### config.mk
export PLATFORM = sky130hd
export DESIGN_NAME = phase_unwrap
export DESIGN_NICKNAME = d
export VERILOG_FILES = /design/src/rtl/phase_unwrap.sv
export SDC_FILE = /design/constraint.sdc
export NUM_CORES = 1
export LEC_CHECK = 0
export CAP_MARGIN = 20
export CORE_MARGIN = 5
export CORE_UTILIZATION = 60
export CTS_BUF_LIST = sky130_fd_sc_hd__clkbuf_4
export DETAILED_ROUTE_END_ITERATION = 16
export HOLD_SLACK_MARGIN = 0.05
export PLACE_DENSITY = 0.85
export SETUP_SLACK_MARGIN = 0.2
export SLEW_MARGIN = 20
export SYNTH_ARGS = -nofsm -noshare
export SYNTH_HDL_FRONTEND = slang
export SYNTH_SLANG_ARGS = --single-unit
### constraint.sdc
create_clock -name clk -period 10.9 [get_ports clk]
set_input_delay 1.09 -clock clk [delete_from_list [all_inputs] [get_ports clk]]
set_output_delay 1.09 -clock clk [all_outputs]
set_load 0.005 [all_outputs]
### src/rtl/phase_unwrap.sv
// Phase unwrapper: rebuilds a continuous multi-turn phase from a wrapped W-bit
// phase stream. It accumulates the shortest-path modular difference between
// successive samples into a saturating (W+E)-bit accumulator.
module phase_unwrap #(
    parameter int unsigned W        = 18,
    parameter int unsigned E        = 6,
    parameter int unsigned SLIP_THR = 16
) (
    input  logic             clk,
    input  logic             reset,
    input  logic [W-1:0]     ang_in,
    input  logic             strobe_in,
    input  logic             sat_clear,
    output logic [W+E-1:0]   ang_out,
    output logic             strobe_out,
    output logic             slip,
    output logic             sat
);

    localparam int unsigned OW = W + E;
    localparam int unsigned SW = OW + 1;
    localparam logic [OW-1:0] ACC_MAX  = {1'b0, {(OW-1){1'b1}}};
    localparam logic [OW-1:0] ACC_MIN  = {1'b1, {(OW-1){1'b0}}};
    localparam logic [W:0]    SLIP_LIM = (W+1)'(1) << SLIP_THR;

    // IDLE until the first sample primes prev/acc, then RUN until reset
    typedef enum logic {
        IDLE = 1'b0,
        RUN  = 1'b1
    } state_t;

    state_t                state_q, state_d;
    logic [OW-1:0]         acc_d;
    logic [W-1:0]          prev_q, prev_d;
    logic                  slip_d, sat_d;
    logic signed [W-1:0]   delta;
    logic signed [W:0]     delta_ext;
    logic [W:0]            delta_mag;
    logic signed [SW-1:0]  sum;

    // Next-state: modular delta, one-bit-wider sum, clamp and flag logic
    always_comb begin
        state_d   = state_q;
        acc_d     = ang_out;
        prev_d    = prev_q;
        slip_d    = 1'b0;
        sat_d     = sat_clear ? 1'b0 : sat;
        delta     = $signed(ang_in - prev_q);
        delta_ext = {delta[W-1], delta};
        delta_mag = unsigned'(delta_ext[W] ? -delta_ext : delta_ext);
        sum       = SW'($signed(ang_out)) + SW'(delta);

        if (strobe_in) begin
            prev_d = ang_in;
            case (state_q)
                IDLE: begin
                    acc_d   = OW'($signed(ang_in));
                    state_d = RUN;
                end
                RUN: begin
                    slip_d = (delta_mag >= SLIP_LIM);
                    // Top two sum bits disagree only when the result left the OW-bit range
                    if (sum[SW-1] != sum[SW-2]) begin
                        acc_d = sum[SW-1] ? ACC_MIN : ACC_MAX;
                        sat_d = 1'b1;
                    end else begin
                        acc_d = sum[OW-1:0];
                    end
                end
                default: state_d = IDLE;
            endcase
        end
    end

    // State and registered outputs, synchronous active-high reset
    always_ff @(posedge clk) begin
        if (reset) begin
            state_q    <= IDLE;
            ang_out    <= '0;
            prev_q     <= '0;
            strobe_out <= 1'b0;
            slip       <= 1'b0;
            sat        <= 1'b0;
        end else begin
            state_q    <= state_d;
            ang_out    <= acc_d;
            prev_q     <= prev_d;
            strobe_out <= strobe_in;
            slip       <= slip_d;
            sat        <= sat_d;
        end
    end

endmodule
# Word level (Yosys, flattened, before mapping)
# Cells that the tools add are included.
[classes]
n_addsub = 3
n_mul = 0
n_div = 0
magnitude_cmp = 1
n_eq_ne = 1
shift = 0
n_mux = 8
bitwise = 2
n_reduce_logical = 1
[op_table]
columns = ["cell", "n"]
rows = [
  ["$mux W24", 2],
  ["$pmux W24 S2", 1],
  ["$add A24 B18 Y25", 1],
  ["$ge A19 B17 Y1 const B", 1],
  ["$mux W19", 1],
  ["$neg A18 Y19", 1],
  ["$sub A18 B18 Y18", 1],
  ["$mux W1", 4],
  ["$reduce_or A3 Y1", 1],
  ["$not A1 Y1", 2],
  ["$ne A1 B1 Y1", 1],
]
[totals]
reg_bits = 46
latch_bits = 0
mem_bits_rw = 0
mem_bits_ro = 0
input_bits = 22
out_inout_bits = 27
word_cells = 22
n_memories = 0

# Longest topological paths before layout
# Gate-level depths: netlist (run 1).
[logic_depth]
word_depth = 6
mapped_depth = 21
depth_no_buf = 19

# Worst setup path before layout (run 1)
# No wires, ideal clock.
[synth_timing]
path_kind = "input port to flip-flop"
start = "input ang_in[4]"
end = "register ang_out[21]"
setup_time_ns = 0.120
arrival_time_ns = 5.135
t_required_ns = 10.780
path_slack_ns = 5.645
stages = 20
n_path_buf = 2
cell_sequence = "ha_1 -> a21o_1 -> a31oi_1 -> a21oi_1 -> o41ai_4 -> o21ai_0 -> a21oi_1 -> xnor2_1 -> ha_1 -> a21o_1 -> o21bai_1 -> a21boi_0 -> nor3_1 -> a211oi_1 -> o22ai_1 -> or2_2 -> buf_2 -> buf_2 -> a211oi_1 -> nor2_1"
[synth_via]
elab_chain_cells = 5
elab_cells_between_ends = 6
cone_classes = "add/sub (2); eq/ne (1); mux (3)"
[synth_lines]
columns = ["item", "line_no", "rtl"]
rows = [
  ["start: declaration", "11", "input logic [W-1:0] ang_in,"],
  ["$sub A18 B18 Y18 (*)", "48", "delta = $signed(ang_in - prev_q);"],
  ["$add A24 B18 Y25 (*)", "51", "sum = SW'($signed(ang_out)) + SW'(delta);"],
  ["$mux W24 or $ne A1 B1 Y1 (tied branches)", "64, 63", ""],
  ["$mux W24 (*)", "63", "if (sum[SW-1] != sum[SW-2]) begin"],
  ["$pmux W24 S2 (*)", "55", "case (state_q)"],
  ["end signal: assignment", "79", "ang_out <= '0;"],
  ["end signal: assignment", "86", "ang_out <= acc_d;"],
  ["end: declaration", "14", "output logic [W+E-1:0] ang_out,"],
]
# Every way passes the cells marked *; elsewhere a longest branch is shown, timed or not.
# A chain may end at the register's enable or synchronous reset.

# Final worst setup path (run 1)
[layout_timing]
start = "input ang_in[4]"
end = "register sat"
[layout_via]
elab_chain_cells = 6
[layout_lines]
columns = ["item", "line_no", "rtl"]
rows = [
  ["$sub A18 B18 Y18", "48", ""],
  ["$add A24 B18 Y25", "51", ""],
  ["$ne A1 B1 Y1", "63", ""],
  ["$mux W1", "63", ""],
  ["$mux W1", "55", ""],
  ["$mux W1", "53", "if (strobe_in) begin"],
  ["end signal: assignment", "90", "sat <= sat_d;"],
  ["end: declaration", "17", "output logic sat"],
]
# No other way between the ends.

==> results of run 1 <==
-- metrics by stage --
step	setup WS [ns]	utilization (%)	total power [mW]	area [um2]	instances
floorplan	5.64	-	0.466	3980	512
global placement	4.49	70.7	0.554	4520	624
detailed placement	4.32	70.7	0.562	4520	624
CTS	4.71	72.0	0.677	4600	632
global route	4.29	72.1	0.732	4600	632
finish	4.65	72.1	0.682	4600	632
-- critical path: stages --
cell	delay [ns]
clkdlybuf4s50_1	0.45
ha_1	0.38
a21o_1	0.22
a31oi_1	0.24
a21oi_1	0.19
o41ai_4	0.43
o21ai_0	0.22
a21oi_1	0.23
xnor2_1	0.14
buf_4	0.20
ha_1	0.29
o21ai_0	0.18
o21bai_1	0.10
o21ai_0	0.22
a21oi_1	0.14
a211oi_2	0.29
mux2i_1	0.82
buf_4	0.33
nor2b_1	0.14
a2bb2oi_1	0.17
nor2_1	0.05
-- Yosys cell counts (all sizes together), types with 2 or more instances --
library cell and count:
o21ai 56, o2111ai 3, mux2i 22, nand2 43, nor2b 7, o311ai 2, fa 2, inv 33
o21a 8, buf 6, a221oi 2, clkbuf 12, nand3 4, a211oi 10, o41ai 2, nor2 52
o31ai 2, nand2b 2, nor3 6, a21o 11, a21oi 51, o21bai 5, nand4 3, nand4b 3
and4b 2, a311oi 5, and2 2, xor2 10, a31oi 5, xnor2 22, ha 43, nor4 3
dfxtp 46, or2 3, o211ai 6
-- path summary, 6_finish.rpt --
kind / from / end / slack, ns / cells past startpoint
worst max register to register: prev_q[4] / sat / 5.41 / 21
worst min register to register: ang_out[13] / ang_out[13] / 0.49 / 2
worst min-delay path: ang_out[13] / ang_out[13] / 0.49 / 2
worst max-delay path: ang_in[4] / sat / 4.65 / 21
-- flip-flops by register name, indices dropped and copies added, names as in the netlist --
register	cells
ang_out	24
prev_q	18
sat	1
slip	1
state_q	1
strobe_out	1
-- cell type report --
class	count	area, um2
clock buffer	5	37.5
clock inverter	3	47.5
fill	518	1780
inverter	33	124
multi-input combinational	415	2860
sequential	46	921
tap	77	96.3
timing repair buffer	53	518
-- logic make-up after synthesis --
| group | count (synthesis) | synth area share, % |
|---|---|---|
| buffers and inverters | 51 | 5.06 |
| flip-flops | 46 | 23.1 |
| adder cells (fa/ha/maj) | 45 | 14.5 |
| multiplexers | 23 | 5.82 |
| XOR/XNOR | 32 | 7.04 |
| AND/OR/NAND/NOR | 136 | 15.9 |
| AO/OA/AOI/OAI | 179 | 28.5 |
-- routing by layer --
metal	part of all wire, %	vias up
met2	49	123
met3	6.5	28
met1	42	1860
met5	0	-
met4	2.8	0
li1	-	1940
-- power breakdown --
| group | internal (mW) | switching [mW] |
|---|---|---|
| Clock | 0.0501 | 0.0663 |
| Sequential | 0.184 | 0.0144 |
| Combinational | 0.162 | 0.205 |
==> results.md, run 1 <==
* Ports at 49
* Status: finished, final reports clean
* Clock skew at 0.0158 ns
* Crit Path Class: input pin to register
* Setup Fix Bufs, Post-CTS at 0
* TritonCTS clock tree: built
* Diode count at 0
* Worst-skew pair later-pin latency at 0.39 ns
* Port bufs at 48
* Row count at 29
* CP required at 11.19 ns
* Mapped Cells at 512
* Largest net degree at the start of global routing at 36
* Register area share after synthesis at 23.1%
* Share of the synthesized area in the top cell type at 23.1%
* GRT overflow at 0
* Remaining DRCs at 0
* GP Congestion at 0.964
* Clock Tree Buf Depth at 2
* Die H at 91.4 um
* Tightest Pin Transition at 0.938 ns
* Min Tclk post-route at 6.25 ns
* DR WL/cell at 16.7 um
* Post-synth EDFFs at 0
* Met2 track demand over resource at 43.1%
* Synth unique cells at 60
* Setup tns final at 0 ns
* Hpwl dp at 8.03 mm
* Post_cts resized at 0
* Fraction of registers with async set or reset after synthesis at 0%
* Syn Area/Cell at 7.77 um2
* DIE AREA at 8360 um2
* Final Hold Fails at 0
* Leak Pwr at 1.94 nW
* ANT nets after route at 0
* Max Slew Vio Count at 0
* CP startpoint kind: input pin
* Fmax at 160 MHz
* M1 GR Usage at 30.3%
* Worst IR Drop VDD at 0.0895 mV
* Die width at 91.4 um
* Core area at 6390 um2
* Total number of yosys warnings at 0
* Crit end category: register
* Post-layout nets at 621
* First-pass GRT wire length at 17.7 mm
* Count of state elements after synthesis at 46
* Antenna violations before repair at 0
* Syn Nets at 579
* Top_reg_cell synth: dfxtp_1
* Avg Vias per Cell at 6.25
* RSZ-0062 raised after global routing: false
* Num CTS Buffers at 5
* CP max FO at 12
* Relative slew slack at 35.7%
* Max cap viols at 0
* Htree depth at 2
* Crit path DAT at 6.54 ns
* Pwr Density at 148 nW/um2
* Drt pass-1 iters at 5
* Sink Count at 46
* Tightest hold margin at 0.490 ns
* Cell Area, Synth at 3980 um2
* Final setup violation count at 0
* Final worst-path cycle share at 57.4%
* Worst min path class: register to register
* Most frequent cells in the layout: 52 x o21ai_0, 51 x a21oi_1, 51 x nor2_1
* Hold-fix buffer count after cts at 0
* Top cells by area, synth: dfxtp_1 23%, ha_1 14%, o21ai_0 6.5%, a21oi_1 6.4%, mux2i_1 5.5%
* Synth-to-layout area growth at 15.7%
* Synth area leader: dfxtp_1
* Initial DRC count at 165
* Vias post-DR at 3951
* Vias in the first global route at 3936
* Global routing usage on met3 at 4.30%
* Clk root buf: clkbuf_4
* Starting density of the core at 62.3%
* Most common cell after layout, fill and taps aside: o21ai_0
* GR peak layer: met2
* Gr usage total at 25.0%
* Final WL at 10.6 mm
* CTS clock-pin slew for the worst setup and hold paths at 0.16 ns
* Layout cells sized above 1 at 4.14%
Note: power is estimated with default switching activity, not from simulation.
==> run 2: changes to the inputs <==
--- a/config.mk
+++ b/config.mk
@@ -7,11 +7,11 @@
 export LEC_CHECK = 0
 export CAP_MARGIN = 20
 export CORE_MARGIN = 5
-export CORE_UTILIZATION = 60
+export CORE_UTILIZATION = 58
 export CTS_BUF_LIST = sky130_fd_sc_hd__clkbuf_4
 export DETAILED_ROUTE_END_ITERATION = 16
 export HOLD_SLACK_MARGIN = 0.05
-export PLACE_DENSITY = 0.85
+export PLACE_DENSITY = 0.83
 export SETUP_SLACK_MARGIN = 0.2
 export SLEW_MARGIN = 20
 export SYNTH_ARGS = -nofsm -noshare
==> constraint.sdc (replaced) <==
create_clock -name clk -period 6.08 [get_ports clk]
set_input_delay 0.608 -clock clk [delete_from_list [all_inputs] [get_ports clk]]
set_output_delay 0.608 -clock clk [all_outputs]
set_load 0.005 [all_outputs]
==> results.md, run 2 (synthesis results as in run 1) <==
* Status: finished, final reports clean
* Initial DRC count at 198
* Layout cells sized above 1 at 3.97%
* Diode count at 0
* CP max FO at 18
* Largest net degree at the start of global routing at 36
* Relative slew slack at 28.3%
* Fin area at 4580 um2
* Post-layout util at 68.1%
* Ports at 49
* Num CTS Buffers at 5
* Final WL at 10.0 mm
* Biggest regs: ang_out x24, prev_q x18
* Leak Pwr at 1.92 nW
* Vias post-DR at 3908
* CP startpoint kind: input pin
* Avg Vias per Cell at 6.16
* Final worst-path cycle share at 87.5%
* Remaining DRCs at 0
* Sink Count at 46
* GRT overflow at 0
* Clock Tree Buf Depth at 2
* Crit end category: register
* Worst IR Drop VDD at 0.115 mV
* Tightest Pin Transition at 1.07 ns
* Hpwl dp at 7.66 mm
* Min Tclk post-route at 5.32 ns
* First-pass GRT wire length at 16.8 mm
* Final setup violation count at 0
* Gr usage total at 23.5%
* Worst-path cell chain: clkdlybuf4s50_1 -> ha_1 -> a21o_1 -> a31oi_1 -> a21oi_1 -> o41ai_4 -> o21ai_0 -> a21oi_1 -> xnor2_2 -> ha_1 -> a211oi_1 -> o21bai_1 -> o21ai_0 -> a21oi_1 -> a211o_1 -> o22ai_1 -> or2_4 -> a21oi_1 -> o41ai_1
* DR WL/cell at 15.8 um
* Vias in the first global route at 3684
* Synth-to-layout area growth at 15.1%
* Setup tns final at 0 ns
* Port bufs at 48
* DIE AREA at 8620 um2
* Max Slew Vio Count at 0
* Crit Path Class: input pin to register
* RSZ-0062 raised after global routing: false
* Max reg flops at 24
* Most frequent cells in the layout: 52 x o21ai_0, 51 x a21oi_1, 51 x nor2_1
* ANT nets after route at 0
* Starting density of the core at 59.2%
* Pwr Density at 253 nW/um2
* CP Buf/Inv Count at 1
* Clk root buf: clkbuf_4
* Worst min path class: register to register
* Reg with most FFs: ang_out
* Worst-skew pair later-pin latency at 0.37 ns
* Die width at 92.8 um
* Die H at 92.8 um
* Post-layout nets at 620
* Slowest CP cell: clkdlybuf4s50_1
* Power Total at 1.16 mW
* Hold-fix buffer count after cts at 0
* Fmax at 188 MHz
* Crit path DAT at 5.60 ns
* CP top delay family: compound AO/OA/AOI/OAI gates
* Htree depth at 2
* Cell mode on critical path: a21oi_1
* Drt pass-1 iters at 7
* Number of fill cells at 589
* Row count at 30
* Area after DPL at 4510 um2
* Max cap viols at 0
* CP required at 6.36 ns
* Worst path max stage delay at 0.44 ns
* Final Hold Fails at 0
* GP Congestion at 0.975
* CTS clock-pin slew for the worst setup and hold paths at 0.14 ns
* Antenna violations before repair at 0
* Clock skew at 0.0109 ns
* Core area at 6720 um2
* Most common cell after layout, fill and taps aside: o21ai_0
* TritonCTS clock tree: built
## run 2: final cells by class
cell class / count / area, um2 / share of cell area, %
clock inverters: 3 / 16.3 / 0.355
well taps: 80 / 100 / 2.19
repair buffers: 52 / 510 / 11.2
inverters: 33 / 124 / 2.71
flip-flops and latches: 46 / 921 / 20.1
clock buffers: 5 / 37.5 / 0.820
multi-input cells: 415 / 2870 / 62.7
## run 2: report_power, final
group | internal [mW] | switching (mW)
combinational | 0.292 | 0.360
clock | 0.0433 | 0.109
sequential | 0.330 | 0.0263
## run 2: final timing paths
kind	start	endpoint	slack [ns]	depth (start not counted)
min reg2reg	ang_out[16]	ang_out[16]	0.49	2
min	ang_out[16]	ang_out[16]	0.49	2
max reg2reg	prev_q[4]	ang_out[19]	1.08	19
max	ang_in[4]	ang_out[19]	0.76	19
## run 2: repair_timing
action,4_1_cts,5_1_grt
setup endpoints to repair,0,3
setup buffers,0,0
gates resized for setup,0,2
## run 2: through the flow
step	hold slack [ns]	cells	setup WS (ns)
4_1_cts	0.504	634	0.656
2_1_floorplan	0.460	512	1.31
3_3_place_gp	0.459	626	0.518
5_1_grt	0.537	634	0.293
6_report	0.495	634	0.759
3_5_place_dp	0.483	626	0.276
## run 2: per-layer routing
metal	share of wire [%]	vias up	track usage (%)
met4	2.5	0	7.45
met3	5.1	33	3.49
li1	-	1942	-
met2	49	120	41.9
met1	43	1813	28.8
met5	0	-	0
## run 2: tightest hold or removal path, delay by kind of cell (launching register included)
family | cells | cell delay (ns)
DFF | 1 | 0.36
and+or+nand+nor | 1 | 0.05
AOI/OAI and AO/OA | 1 | 0.05
==> run 3: changes to the inputs <==
--- a/config.mk
+++ b/config.mk
@@ -6,6 +6,7 @@
 export NUM_CORES = 1
 export LEC_CHECK = 0
 export CAP_MARGIN = 20
+export CORE_ASPECT_RATIO = 0.6
 export CORE_MARGIN = 5
 export CORE_UTILIZATION = 58
 export CTS_BUF_LIST = sky130_fd_sc_hd__clkbuf_4
@@ -13,6 +14,7 @@
 export HOLD_SLACK_MARGIN = 0.05
 export PLACE_DENSITY = 0.83
 export SETUP_SLACK_MARGIN = 0.2
+export SKIP_LAST_GASP = 1
 export SLEW_MARGIN = 20
 export SYNTH_ARGS = -nofsm -noshare
 export SYNTH_HDL_FRONTEND = slang
==> results.md, run 3 (synthesis results as in run 1) <==
* CP required at 6.38 ns
* Worst hold path depth at 2
* Pwr Density at 257 nW/um2
* FF-to-FF End: ang_out[19]
* Remaining DRCs at 0
* Clk root buf: clkbuf_4
* Biggest regs: ang_out x24, prev_q x18
* CP startpoint kind: input pin
* Synth-to-layout area growth at 15.0%
* Final Hold Fails at 0
* Crit end category: register
* Vias in the first global route at 3641
* Port bufs at 48
* Min Tclk post-route at 5.39 ns
* CP max FO at 11
* Final WL at 11.4 mm
* Max cap viols at 0
* Clk pwr share at 12.1%
* Most frequent cells in the layout: 52 x o21ai_0, 52 x nor2_1, 51 x a21oi_1
* Relative slew slack at 40.9%
* Tightest hold margin at 0.485 ns
* Hpwl dp at 8.65 mm
* Post-layout nets at 621
* Leak Pwr at 1.92 nW
* Starting density of the core at 59.6%
* GRT overflow at 0
* Tightest Pin Transition at 0.886 ns
* R2R Setup Slk at 1.06 ns
* Drt pass-1 iters at 5
* Switching Share at 43.7%
* Critical Path End: ang_out[0]
* Clock skew at 0.00927 ns
* TritonCTS clock tree: built
* Avg Vias per Cell at 6.36
* Crit path DAT at 5.70 ns
* Worst min path class: register to register
* Antenna violations before repair at 0
* First-pass GRT wire length at 18.4 mm
* CTS clock-pin slew for the worst setup and hold paths at 0.13 ns
* Worst-skew pair later-pin latency at 0.39 ns
* DIE AREA at 8670 um2
* Worst R2R Start: prev_q[4]
* Final setup violation count at 0
* RSZ-0062 raised after global routing: false
* Reg with most FFs: ang_out
* Row count at 23
* Gr usage total at 26.8%
* Fmax at 185 MHz
* Vias post-DR at 4069
* Clock Tree Buf Depth at 2
* DR WL/cell at 17.9 um
* Cell depth of the worst flop-to-flop path at 18
* Layout cells sized above 1 at 3.80%
* Die H at 74.2 um
* Htree depth at 2
* Comb pwr share at 57.5%
* Num CTS Buffers at 5
* Final worst-path cycle share at 88.7%
* Sink Count at 46
* Die width at 117 um
* Core area at 6680 um2
* Max reg flops at 24
* Crit Path Class: input pin to register
* NetSw at 515 uW
* Diode count at 0
* Status: finished, final reports clean
* Setup tns final at 0 ns
* Seq pwr share at 30.4%
* Largest net degree at the start of global routing at 36
* Initial DRC count at 357
* GP Congestion at 0.938
* Crit. Startpoint: ang_in[0]
* P_int at 662 uW
* Worst IR Drop VDD at 0.161 mV
* ANT nets after route at 0
* Max Slew Vio Count at 0
* Ports at 49
* Hold-fix buffer count after cts at 0
run 3: final cells by class:
cell class | count | area, um2
Multi-Input combinational cell | 415 | 2870
Inverter | 33 | 124
Timing Repair Buffer | 53 | 513
Sequential cell | 46 | 921
Clock buffer | 5 | 37.5
Clock inverter | 1 | 3.75
Tap cell | 87 | 109
Fill cell | 596 | 2100
run 3: power by group through the flow:
stage | clock (mW) | combinational, mW | sequential, mW
floorplan | 0 | 0.480 | 0.356
global placement | 0 | 0.631 | 0.361
detailed placement | 0 | 0.652 | 0.363
CTS | 0.150 | 0.657 | 0.356
global route | 0.163 | 0.733 | 0.361
finish | 0.143 | 0.677 | 0.358
run 3: worst max-delay path: stages:
cell	delay [ns]
clkdlybuf4s50_1	0.50
inv_1	0.06
ha_1	0.21
fa_1	0.41
nor2b_1	0.21
o2111ai_1	0.24
nand2_1	0.23
a31oi_2	0.16
o21ai_0	0.24
xor2_1	0.29
ha_1	0.36
a211oi_1	0.28
o21bai_1	0.14
o21ai_0	0.24
a21oi_1	0.15
a211oi_2	0.29
mux2i_1	0.27
buf_4	0.22
and2_1	0.18
o21ai_0	0.12
a311oi_1	0.28
run 3: timing repair:
action	CTS	global route
hold endpoints to repair	0	0
endpoints found under the setup margin	0	11
buffers inserted	0	0
gates resized for setup	0	2
run 3: metrics by stage:
stage               setup WS, ns  std cells  utilization [%]  cell area, um2  total power, mW
floorplan                   1.31        512                -            3980            0.836
global placement           0.446        633             67.6            4520            0.993
detailed placement         0.231        633             67.6            4520             1.01
CTS                        0.630        639             68.3            4560             1.16
global route               0.256        640             68.5            4570             1.26
finish                     0.685        640             68.5            4570             1.18
run 3: per-layer routing:
metal  GRT usage (%)  vias to the layer above  wire length [um]
met3            3.90                       20              1160
li1                -                     1935                 -
met1            40.7                     1898              5490
met4            4.58                        0               153
met5               0                        -                 0
met2            40.7                      216              4640
run 3: worst min path at each step:
stage                           start          end
final                     ang_out[16]  ang_out[16]
after global routing      ang_out[13]  ang_out[13]
after CTS                 ang_out[16]  ang_out[16]
after detailed placement  ang_out[16]  ang_out[16]
after global placement    ang_out[16]  ang_out[16]
after floorplan           ang_out[13]  ang_out[13]
==> patch (flow settings as in run 1) <==
Put one more register stage on the output `ang_out`, without a reset. The value now appears one clock later. The other outputs are not delayed to match.
--- a/src/rtl/phase_unwrap.sv
+++ b/src/rtl/phase_unwrap.sv
@@ -31,2 +31,4 @@
 
+    logic [W+E-1:0] ang_s0;
+
     state_t                state_q, state_d;
@@ -43,3 +45,3 @@
         state_d   = state_q;
-        acc_d     = ang_out;
+        acc_d     = ang_s0;
         prev_d    = prev_q;
@@ -50,3 +52,3 @@
         delta_mag = unsigned'(delta_ext[W] ? -delta_ext : delta_ext);
-        sum       = SW'($signed(ang_out)) + SW'(delta);
+        sum       = SW'($signed(ang_s0)) + SW'(delta);
 
@@ -78,3 +80,3 @@
             state_q    <= IDLE;
-            ang_out    <= '0;
+            ang_s0     <= '0;
             prev_q     <= '0;
@@ -85,3 +87,3 @@
             state_q    <= state_d;
-            ang_out    <= acc_d;
+            ang_s0     <= acc_d;
             prev_q     <= prev_d;
@@ -93,2 +95,6 @@
 
+    always_ff @(posedge clk) begin
+        ang_out <= ang_s0;
+    end
+
 endmodule
Behaviour: not the same (a bounded check fails within 4 cycles, from zero or initial values and one cycle with reset high).
==> patch against run 1 <==
Non-clock buffer count fell by 3. Area after synthesis rose by 16%. Total power rose by 27%. Routed wire length rose by 9.3%. Setup slack improved by 0.45 ns. Die area rose by 14%. Clock skew fell by 0.0070 ns. Count of clock-buffer cells in the layout rose by 7. Fmax rose by 7.7%. Design area rose by 15%. Sequential cell count rose by 24. Synthesized cell count rose by 8.8%.
==> patch: results (changes against run 1) <==
Clock network
  – Clk pin slew, worst setup/hold paths: 0.11 ns (-0.05 ns)
  – Skew-Pair Late Insertion Delay: 0.44 ns (+0.05 ns)

Logic synthesis
  – Sequential element share of the synthesized area: 30.37% (+7.2 points)
  – Top area cells in the synthesized netlist: dfxtp_1 (30%), ha_1 (12%), a21oi_1 (5.3%)
  – Number of distinct library cells after synthesis: 62 (+3.3%)
  – Net count after synthesis: 624 (+7.8%)
  – Complex-gate fraction of the synthesized area: 25.65% (-2.9 points)

Global routing
  – Wire length of the first global-routing pass: 19180 µm (+8.4%)
  – Grt met3 use: 4.379% (+0.082 points)
  – Largest net degree at the start of global routing: 31 (-14%)
  – GRT Util Overall: 24.45% (-0.52 points)
  – Via count of the first global-routing pass: 4109 (+4.4%)
  – Global-route track usage on met2: 42.80% (-0.27 points)

Placed design
  – DP Worst Slack: 4.733 ns (+0.4120 ns)
  – Cell area reported after detailed placement: 5157 µm² (+14%)
  – Placer congestion estimate: 0.8731 (-9.4%)

Status
  – Run status: completed

Final layout
  – Post-Layout Cell Count: 708 (+12%)
  – Largest registers: ang_out (24), ang_s0 (24), prev_q (18)
  – Fraction of layout instances using a drive strength above 1: 6.436% (+2.3 points)
  – Core utilization of the finished layout: 69.61% (-2.5 points)

Power and ir drop
  – Switch share: 39.02% (-2.8 points)
  – Leakage power total: 2.272 nW (+17%)

Floorplanning
  – Area of the core region: 7607 µm² (+19%)

Timing
  – Largest clock skew in the final design: 0.008870 ns (-0.006956 ns)
  – Worst max-slew margin expressed relative to the limit: 35.69% (about the same)

Worst setup path
  – Worst endpoint data arrival time: 6.14 ns (-0.40 ns)
==> patch: cell count changes in the layout (fill, tap and decap cells not counted), sizes merged, moves of 4 or more <==
cell    delta
or3        +7
clkbuf     +7
o21bai     -5
o21ai      -6
xnor2      -6
nand2      +7
a21o       +8
dfxtp     +24
nand2b     +4
nor2b      -4
==> patch: cell type report <==
class	count	area share (%)
sequential	70	26.46
inverter	34	2.410
clock buffer	12	1.701
tap	102	2.410
timing repair buffer	50	9.357
multi-input combinational	436	56.76
clock inverter	4	0.8979
==> patch: final timing paths <==
| path | from | end | slack [ns] | depth (start not counted) |
|---|---|---|---|---|
| min reg2reg | ang_s0[13] | ang_out[13] | 0.38 | 0 |
| max | ang_in[5] | ang_s0[19] | 5.10 | 19 |
| max reg2reg | prev_q[5] | ang_s0[19] | 5.85 | 19 |
| min | ang_s0[13] | ang_out[13] | 0.38 | 0 |
==> patch: power by group through the flow <==
stage	sequential, mW	combinational [mW]	clock, mW
final	0.301	0.396	0.171
after CTS	0.301	0.391	0.171
after detailed placement	0.307	0.388	0
after global placement	0.306	0.380	0
after global routing	0.305	0.436	0.186
after floorplan	0.302	0.293	0
==> patch: worst max-delay path, stage by stage <==
cell,delay [ns]
clkdlybuf4s50_1,0.45
ha_1,0.39
a211oi_2,0.33
o31ai_1,0.16
nand2_1,0.09
nand4b_1,0.13
a2111oi_0,0.53
nor3_1,0.15
nor2b_1,0.60
ha_1,0.42
a21oi_1,0.23
o21a_1,0.18
nand2_1,0.06
a211oi_1,0.18
o21ai_0,0.15
or2_1,0.24
mux2_4,0.41
a32oi_1,0.25
a21oi_1,0.09
==> patch: layer usage <==
layer / part of all wire (%) / wire, µm
met5: 0 / 0
met4: 2.7 / 312
met3: 5.3 / 610
met2: 49 / 5673
met1: 43 / 4960
